## src/rtl/paddle_pkg.sv

```systemverilog
// Shared definitions for the paddle timing interface: measurement states and
// default geometry, used by both the decoder and the paddle emulation logic.
package paddle_pkg;

    localparam int DEF_CNT_W     = 8;
    localparam int DEF_MAX_LINES = 255;
    localparam int DEF_SETTLE    = 4;
    localparam int DEF_FILT      = 3;

    typedef enum logic [1:0] {
        IDLE  = 2'd0,
        COUNT = 2'd1,
        DONE  = 2'd2
    } paddle_state_e;

endpackage

```

## src/rtl/pin_qualifier.sv

```systemverilog
// Synchronizes the asynchronous paddle comparator line and qualifies it high
// only after FILT consecutive high samples; hold_clr forces the filter to zero.
module pin_qualifier #(
    parameter int FILT = 3
) (
    input  logic clk_sys,
    input  logic reset,
    input  logic pin_in,
    input  logic hold_clr,
    output logic pin_q
);

    localparam int FW = $clog2(FILT + 1);
    localparam logic [FW-1:0] FILT_V = FW'(FILT);

    logic [1:0]    sync_q;
    logic [1:0]    sync_d;
    logic [FW-1:0] filt_q;
    logic [FW-1:0] filt_d;

    always_comb begin
        sync_d = {sync_q[0], pin_in};
        filt_d = filt_q;
        // Saturating run-length of high samples; any low sample restarts it.
        if (hold_clr || !sync_q[1]) begin
            filt_d = '0;
        end else if (filt_q != FILT_V) begin
            filt_d = filt_q + 1'b1;
        end
    end

    always_ff @(posedge clk_sys or negedge reset) begin
        if (!reset) begin
            sync_q <= '0;
            filt_q <= '0;
        end else begin
            sync_q <= sync_d;
            filt_q <= filt_d;
        end
    end

    assign pin_q = (filt_q == FILT_V);

endmodule

```

## src/rtl/paddle_pos_decoder.sv

```systemverilog
// Measures how many HSYNC lines the paddle line stays low after each VSYNC
// rise and reports that count as the paddle position, with timeout flagging.
module paddle_pos_decoder
    import paddle_pkg::*;
#(
    parameter int CNT_W     = DEF_CNT_W,
    parameter int MAX_LINES = DEF_MAX_LINES,
    parameter int SETTLE    = DEF_SETTLE,
    parameter int FILT      = DEF_FILT
) (
    input  logic             clk_sys,
    input  logic             reset,
    input  logic             hs,
    input  logic             vs,
    input  logic             pin_in,
    output logic [CNT_W-1:0] pos,
    output logic             pos_valid,
    output logic             timeout,
    output logic             busy
);

    localparam int SW = (SETTLE > 0) ? $clog2(SETTLE + 1) : 1;
    localparam logic [SW-1:0]    SETTLE_V = SW'(SETTLE);
    localparam logic [CNT_W-1:0] MAX_V    = CNT_W'(MAX_LINES);
    localparam logic [CNT_W-1:0] MAX_M1   = CNT_W'(MAX_LINES - 1);

    paddle_state_e    state_q, state_d;
    logic [CNT_W-1:0] line_cnt_q, line_cnt_d;
    logic [SW-1:0]    settle_cnt_q, settle_cnt_d;
    logic [CNT_W-1:0] pos_q, pos_d;
    logic             pos_valid_q, pos_valid_d;
    logic             timeout_q, timeout_d;
    logic             hs_prev_q, vs_prev_q;

    logic hs_rise;
    logic vs_rise;
    logic pin_q;
    logic pin_ok;
    logic hold_clr;

    assign hs_rise  = hs & ~hs_prev_q;
    assign vs_rise  = vs & ~vs_prev_q;
    assign pin_ok   = (settle_cnt_q == '0) && pin_q;
    // The filter restarts on every re-arm and stays cleared while settling,
    // so a high level left over from the previous frame cannot qualify.
    assign hold_clr = vs_rise || ((state_q == COUNT) && (settle_cnt_q != '0));

    pin_qualifier #(
        .FILT (FILT)
    ) u_pin_qualifier (
        .clk_sys  (clk_sys),
        .reset    (reset),
        .pin_in   (pin_in),
        .hold_clr (hold_clr),
        .pin_q    (pin_q)
    );

    always_comb begin
        state_d      = state_q;
        line_cnt_d   = line_cnt_q;
        settle_cnt_d = settle_cnt_q;
        pos_d        = pos_q;
        pos_valid_d  = 1'b0;
        timeout_d    = timeout_q;

        case (state_q)
            IDLE, DONE: begin
                if (vs_rise) begin
                    line_cnt_d   = '0;
                    settle_cnt_d = SETTLE_V;
                    state_d      = COUNT;
                end
            end
            COUNT: begin
                if (vs_rise) begin
                    // Short frame: report what was counted and start over.
                    pos_d        = line_cnt_q;
                    timeout_d    = 1'b1;
                    pos_valid_d  = 1'b1;
                    line_cnt_d   = '0;
                    settle_cnt_d = SETTLE_V;
                end else begin
                    if (settle_cnt_q != '0) begin
                        settle_cnt_d = settle_cnt_q - 1'b1;
                    end
                    if (pin_ok) begin
                        pos_d       = line_cnt_q;
                        timeout_d   = 1'b0;
                        pos_valid_d = 1'b1;
                        state_d     = DONE;
                    end else if (hs_rise) begin
                        if (line_cnt_q == MAX_M1) begin
                            line_cnt_d  = MAX_V;
                            pos_d       = MAX_V;
                            timeout_d   = 1'b1;
                            pos_valid_d = 1'b1;
                            state_d     = DONE;
                        end else begin
                            line_cnt_d = line_cnt_q + 1'b1;
                        end
                    end
                end
            end
            default: begin
                state_d = IDLE;
            end
        endcase
    end

    always_ff @(posedge clk_sys or negedge reset) begin
        if (!reset) begin
            state_q      <= IDLE;
            line_cnt_q   <= '0;
            settle_cnt_q <= '0;
            pos_q        <= '0;
            pos_valid_q  <= 1'b0;
            timeout_q    <= 1'b0;
            hs_prev_q    <= 1'b0;
            vs_prev_q    <= 1'b0;
        end else begin
            state_q      <= state_d;
            line_cnt_q   <= line_cnt_d;
            settle_cnt_q <= settle_cnt_d;
            pos_q        <= pos_d;
            pos_valid_q  <= pos_valid_d;
            timeout_q    <= timeout_d;
            hs_prev_q    <= hs;
            vs_prev_q    <= vs;
        end
    end

    assign pos       = pos_q;
    assign pos_valid = pos_valid_q;
    assign timeout   = timeout_q;
    assign busy      = (state_q == COUNT);

endmodule

```

## config.mk

```make
export PLATFORM = sky130hd
export DESIGN_NAME = paddle_pos_decoder
export DESIGN_NICKNAME = d
export VERILOG_FILES = /design/src/rtl/paddle_pkg.sv /design/src/rtl/pin_qualifier.sv /design/src/rtl/paddle_pos_decoder.sv
export SDC_FILE = /design/constraint.sdc
export NUM_CORES = 1
export LEC_CHECK = 0
export CAP_MARGIN = 10
export CORE_MARGIN = 1.5
export CORE_UTILIZATION = 35
export CTS_CLUSTER_DIAMETER = 200
export DETAILED_ROUTE_END_ITERATION = 12
export MAX_ROUTING_LAYER = met4
export PLACE_DENSITY_LB_ADDON = 0.2
export SYNTH_ARGS = -nofsm -noshare
export SYNTH_HDL_FRONTEND = slang
export SYNTH_SLANG_ARGS = --single-unit
export TNS_END_PERCENT = 5
```

## constraint.sdc

```tcl
create_clock -name clk_sys -period 2.81 [get_ports clk_sys]
set_clock_uncertainty 0.2 [all_clocks]
set_input_delay 0.562 -clock clk_sys [delete_from_list [all_inputs] [get_ports clk_sys]]
set_output_delay 0.562 -clock clk_sys [all_outputs]
set_load 0.02 [all_outputs]
```

# Word-level counts from Yosys, hierarchy flattened
# Index checks and enable logic that the tools add are counted.
[classes] bitwise=4 mux=31 n_reduce_logical=17 n_addsub=3 n_eq_ne=12 div=0 n_mul=0 n_shift=0 n_lt_le_gt_ge=0
[ops] cell="2-to-1 mux 8 bit" n=9
[ops] cell="one-hot mux 8 bit (2 select lines)" n=1
[ops] cell="2-to-1 mux 2 bit" n=7
[ops] cell="inequality test 3 x 1 -> 1 bit (second input constant)" n=4
[ops] cell="2-to-1 mux 1 bit" n=9
[ops] cell="2-to-1 mux 3 bit" n=3
[ops] cell="nonzero test 3 bit" n=3
[ops] cell="adder 8 x 1 -> 8 bit (second input constant)" n=1
[ops] cell="equality test 8 bit (second input constant)" n=1
[ops] cell="AND reduction 4 bit" n=2
[ops] cell="inequality test 2 bit (second input constant)" n=3
[ops] cell="one-hot mux 3 bit (2 select lines)" n=1
[ops] cell="AND reduction 3 bit" n=2
[ops] cell="equality test 2 bit (second input constant)" n=2
[ops] cell="one-hot mux 2 bit (2 select lines)" n=1
[ops] cell="nonzero test 2 bit" n=2
[ops] cell="logical NOT 3 bit" n=1
[ops] cell="inequality test 3 bit (second input constant)" n=1
[ops] cell="subtractor 3 x 1 -> 3 bit (second input constant)" n=1
[ops] cell="adder 2 x 1 -> 2 bit (second input constant)" n=1
[ops] cell="bitwise AND 1 bit" n=2
[ops] cell="equality test 2 x 1 -> 1 bit (second input constant)" n=1
[ops] cell="logical AND 1 bit" n=2
[ops] cell="logical NOT 2 bit" n=1
[ops] cell="other kinds (4)" n=6
[totals] wordCells=77 out_inout_bits=11 input_bits=5 regBits=29 memories=0 latchBits=0 romBits=0 ram_bits=0

# Depth between registers and ports, before layout
[depth] depth_word=6 mapped_depth=7 ltp_nobuf=7

# By module
# Synthesis repeated with hierarchy kept, for this count alone.
[unflattened] hier_cells=125 area_unflattened_um2=1373.8
[modules_own_cells] module="paddle_pos_decoder" instances=1 cells_per_inst=115 seq_area_each_um2=625.6 area_each_um2=1228.7
[modules_own_cells] module="pin_qualifier" instances=1 cells_per_inst=10 seq_area_each_um2=100.1 area_each_um2=145.1

# Least setup slack after synthesis
# No wires, ideal clock.
[synth_path] kind="flip-flop to flip-flop" start="register settle_cnt_q[0]" end="register timeout_q, in the netlist timeout" arrival_ns=1.605 required_time_ns=2.489 period_less_slack_ns=1.926 path_slack_ns=0.884 stages_incl_launch_ff=8 path_buffers=0 setup_ns=0.121 cell_sequence="dfrtp_1 inv_1 ha_1 ha_1 and2_4 o21ai_2 o21ai_4 o22a_1"
[synth_between] elab_chain_cells=4 elab_cells_between_ends=7 classes_between="mux: 2; reduce/logical: 5"
[synth_lines] element="from (decl)" line="paddle_pos_decoder.sv:29" rtl="logic [SW-1:0] settle_cnt_q, settle_cnt_d;"
[synth_lines] element="from (signal assigned)" line="paddle_pos_decoder.sv:123" rtl="settle_cnt_q <= settle_cnt_d;"
[synth_lines] element="logical NOT 3 bit *" line="paddle_pos_decoder.sv:43" rtl="assign pin_ok = (settle_cnt_q == '0) && pin_q;"
[synth_lines] element="logical AND 1 bit *" line="paddle_pos_decoder.sv:43"
[synth_lines] element="nonzero test 3 bit (no source line) or 2-to-1 mux 1 bit (tied branches)"
[synth_lines] element="AND reduction 3 bit (no source line) or 2-to-1 mux 1 bit (tied branches)"
[synth_lines] element="to (signal assigned)" line="paddle_pos_decoder.sv:126" rtl="timeout_q <= timeout_d;"
[synth_lines] element="to (decl)" line="paddle_pos_decoder.sv:32" rtl="logic timeout_q, timeout_d;"
# Every way passes the cells marked *; elsewhere a longest branch is shown, timed or not.
# A chain may end at the register's enable or synchronous reset.

# Worst setup path in the final report
[layout_path] start="register state_q[1]" end="output port busy"
[layout_between] elab_chain_cells=1
[layout_lines] element="from (decl)" line="paddle_pos_decoder.sv:27" rtl="paddle_state_e state_q, state_d;"
[layout_lines] element="from (signal assigned)" line="paddle_pos_decoder.sv:121" rtl="state_q <= state_d;"
[layout_lines] element="equality test 2 x 1 -> 1 bit" line="paddle_pos_decoder.sv:135" rtl="assign busy = (state_q == COUNT);"
[layout_lines] element="to (decl)" line="paddle_pos_decoder.sv:19" rtl="output logic busy"
# Every way passes these cells.

==> impl_metrics.yaml <==
worst_setup_path:
  required_ns: 2.05
  end_kind: "output port"
  cp_slowest_cell: "clkdlybuf4s50_1"
  worstPathMaxFanout: 9
  cp.arrival_ns: 1.60
  crit_type: "reg2out"
  startpoint_type: "flop"
  worst-path-buf-inv: 1
  path_cells: "nor2b_4, clkdlybuf4s50_1"
  crit_family: "buffers and inverters"
  cpPeakStageDelay_ns: 0.63
route:
  drtIter0Drc: 25
  viasPerCell: 5.394
  wl_per_cell_um: 15.23
  wl_um: 2939
  firstDrtPassIters: 4
  ant_nets: 0
  route.detailed.drc: 0
  num_vias: 1041
logic_synthesis:
  syn_area_um2: 1400
  synth_edf_count: 0
  ys_warn_count: 0
  async_reset_ff_share_pct: 100.0
  ys_seq_area_share_pct: 51.83
  syn_nets: 134
  ys.flop_type: "dfrtp_1"
  synth_top_area_share_pct: 51.83
  synthTopCellsByArea: "dfrtp_1 (52%), o22a_1 (6.3%), ha_1 (4.5%), a22o_1 (4.4%), inv_1 (2.4%)"
  synth_largest_area_cell: "dfrtp_1"
  syn-instance-count: 124
  synth.avg_cell_area_um2: 11.29
  synth-seq-cells: 29
  ys_types: 38
sta:
  finalMaxSlewViolations: 0
  finalHoldViolations: 0
  rsz0062_at_grt: "no"
  setup_viol: 0
  fin_ws_ns: 0.4519
  relSlewSlack_pct: 68.68
  max_freq_mhz: 424.1
  fin_tns_setup_ns: 0
  min_period_over_period_pct: 83.92
  worst_slew_pin_slew_ns: 0.4698
  period_needed_ns: 2.358
cts:
  hold_buffers: 0
  htree_levels: 2
  clkTransAtPathRegs_ns: 0.06
  numClockSinks: 29
  postCtsSetupRepairBufs: 0
  clockBufferDepth: 2
  clockRootBuffer: "clkbuf_8"
  cts_tree: "built"
  cts_made_buffers: 5
  ctsResizeCount: 0
  clock_latency_ns: 0.28
floorplan:
  ios: 16
  rows: 22
  design.core.area_um2: 3744
  initial_core_util_pct: 37.40
  fp.dieW_um: 66.25
  die_area_um2: 4388
  die_height_um: 66.25
placed_design:
  place.gp.congestion: 0.8177
  dp_hpwl_um: 2097
  post-place-ws_ns: 0.4762
  io_buffers: 15
  place_inst: 186
global_route:
  grt_pass1_vias: 1056
  grt_usage_pct: 16.50
  grt_pass1_wl_um: 5223
  grt_overflow: 0
  grt_max_degree: 30
  antenna_found_initial: 0
final_layout:
  diodes: 0
  instances_no_fill: 193
  area_growth_pct: 20.73
  post-route-util_pct: 45.15
  fillers: 375
  final_layout_size_suffix_gt1_share_pct: 11.72
  finalNetCount: 155
pwr:
  peakVddDrop_mv: 0.3564
  finalPower_mw: 1.091
  power_density_nw_per_um2: 645.3
  p_leak_nw: 0.7581
min_path:
  worstHoldPathType: "reg2reg"
status:
  status: "complete, no violations"
flow_run:
  maxCapViolCount: 0
## registers in the layout (all words and copies together) (netlist names)
signal                  flops
hs_prev_q                   1
settle_cnt_q                3
timeout                     1
u_pin_qualifier.filt_q      2
line_cnt_q                  8
vs_prev_q                   1
u_pin_qualifier.sync_q      2
pos_valid                   1
pos                         8
state_q                     2
## final timing paths
kind	startpoint	end	slack (ns)	depth (start not counted)
max in group asynchronous	reset	settle_cnt_q[2]	1.68	2
min in group asynchronous	reset	u_pin_qualifier.filt_q[1]	0.46	2
setup / recovery	state_q[1]	busy	0.45	2
hold reg to reg	u_pin_qualifier.sync_q[0]	u_pin_qualifier.sync_q[1]	0.16	0
setup reg to reg	settle_cnt_q[0]	timeout	0.62	7
hold / removal	u_pin_qualifier.sync_q[0]	u_pin_qualifier.sync_q[1]	0.16	0
## final cells by class
class	instances	area [um2]	share of cell area, %
sequential	29	725.7	42.93
tap	48	60.06	3.553
multi-input combinational	83	619.3	36.64
inverter	9	33.78	1.999
timing repair buffer	17	165.2	9.771
clock buffer	7	86.33	5.107
## where the power goes
group / leakage [nW] / internal (mW) / switching (mW)
Combinational: 0.354 / 0.118 / 0.125
Sequential: 0.359 / 0.467 / 0.0375
Clock: 0.0443 / 0.194 / 0.149
Total: 0.758 / 0.779 / 0.311
## metal layers
| metal | up-vias | global-route usage (%) | wire (um) |
|---|---|---|---|
| met1 | 510 | 20.86 | 1418 |
| met5 | - | - | 0 |
| met4 | 0 | 6.122 | 54 |
| met3 | 5 | 5.622 | 120 |
| met2 | 22 | 24.50 | 1345 |
| li1 | 504 | - | - |
## synthesized netlist by cell type (2+ instances only)
library cell	n
o22a_1	10
inv_1	9
nand2_1	8
ha_1	5
dfrtp_1	29
nand3_1	5
o211ai_1	4
o21ai_0	3
nand4_1	3
a21oi_1	4
buf_2	2
a21o_1	2
nor2b_4	2
a22o_1	7
o2bb2ai_1	3
o21ai_1	3
nor2_1	4
## cells by family (layout without fill, tap and decap cells)
kind of cell | count (synthesis) | after routing | synth area share, %
XOR/XNOR | 1 | 1 | 0.6257
multiplexers | 1 | 1 | 0.7150
buffers and inverters | 12 | 33 | 3.932
flip-flops | 29 | 29 | 51.83
AND/OR/NAND/NOR | 33 | 33 | 14.39
adder cells (fa/ha/maj) | 5 | 5 | 4.468
AO/OA/AOI/OAI | 43 | 43 | 24.04
## cell usage in the layout, fill, tap and decap left out, types with 2 or more instances in the layout
cell | synthesis | layout
clkbuf_8 | 0 | 6
o22a_1 | 10 | 10
buf_4 | 0 | 2
dfrtp_1 | 29 | 29
clkdlybuf4s50_1 | 0 | 15
ha_1 | 5 | 5
a21oi_1 | 4 | 4
o21ai_1 | 3 | 3
a22o_1 | 7 | 7
nand4_1 | 3 | 3
o2bb2ai_1 | 3 | 3
nand2_1 | 8 | 8
o211ai_1 | 4 | 4
nor2b_4 | 2 | 2
o21ai_0 | 3 | 3
inv_1 | 9 | 9
nor2_1 | 4 | 4
nand3_1 | 5 | 5
a21o_1 | 2 | 2
## stage by stage
| stage | area, um2 | hold slack (ns) |
|---|---|---|
| after floorplan | 1400 | 0.06641 |
| after global placement | 1604 | 0.1364 |
| after detailed placement | 1604 | 0.1456 |
| after CTS | 1690 | 0.1597 |
| after global routing | 1690 | 0.1665 |
| final | 1690 | 0.1579 |
(Power assumes the default switching activity.)
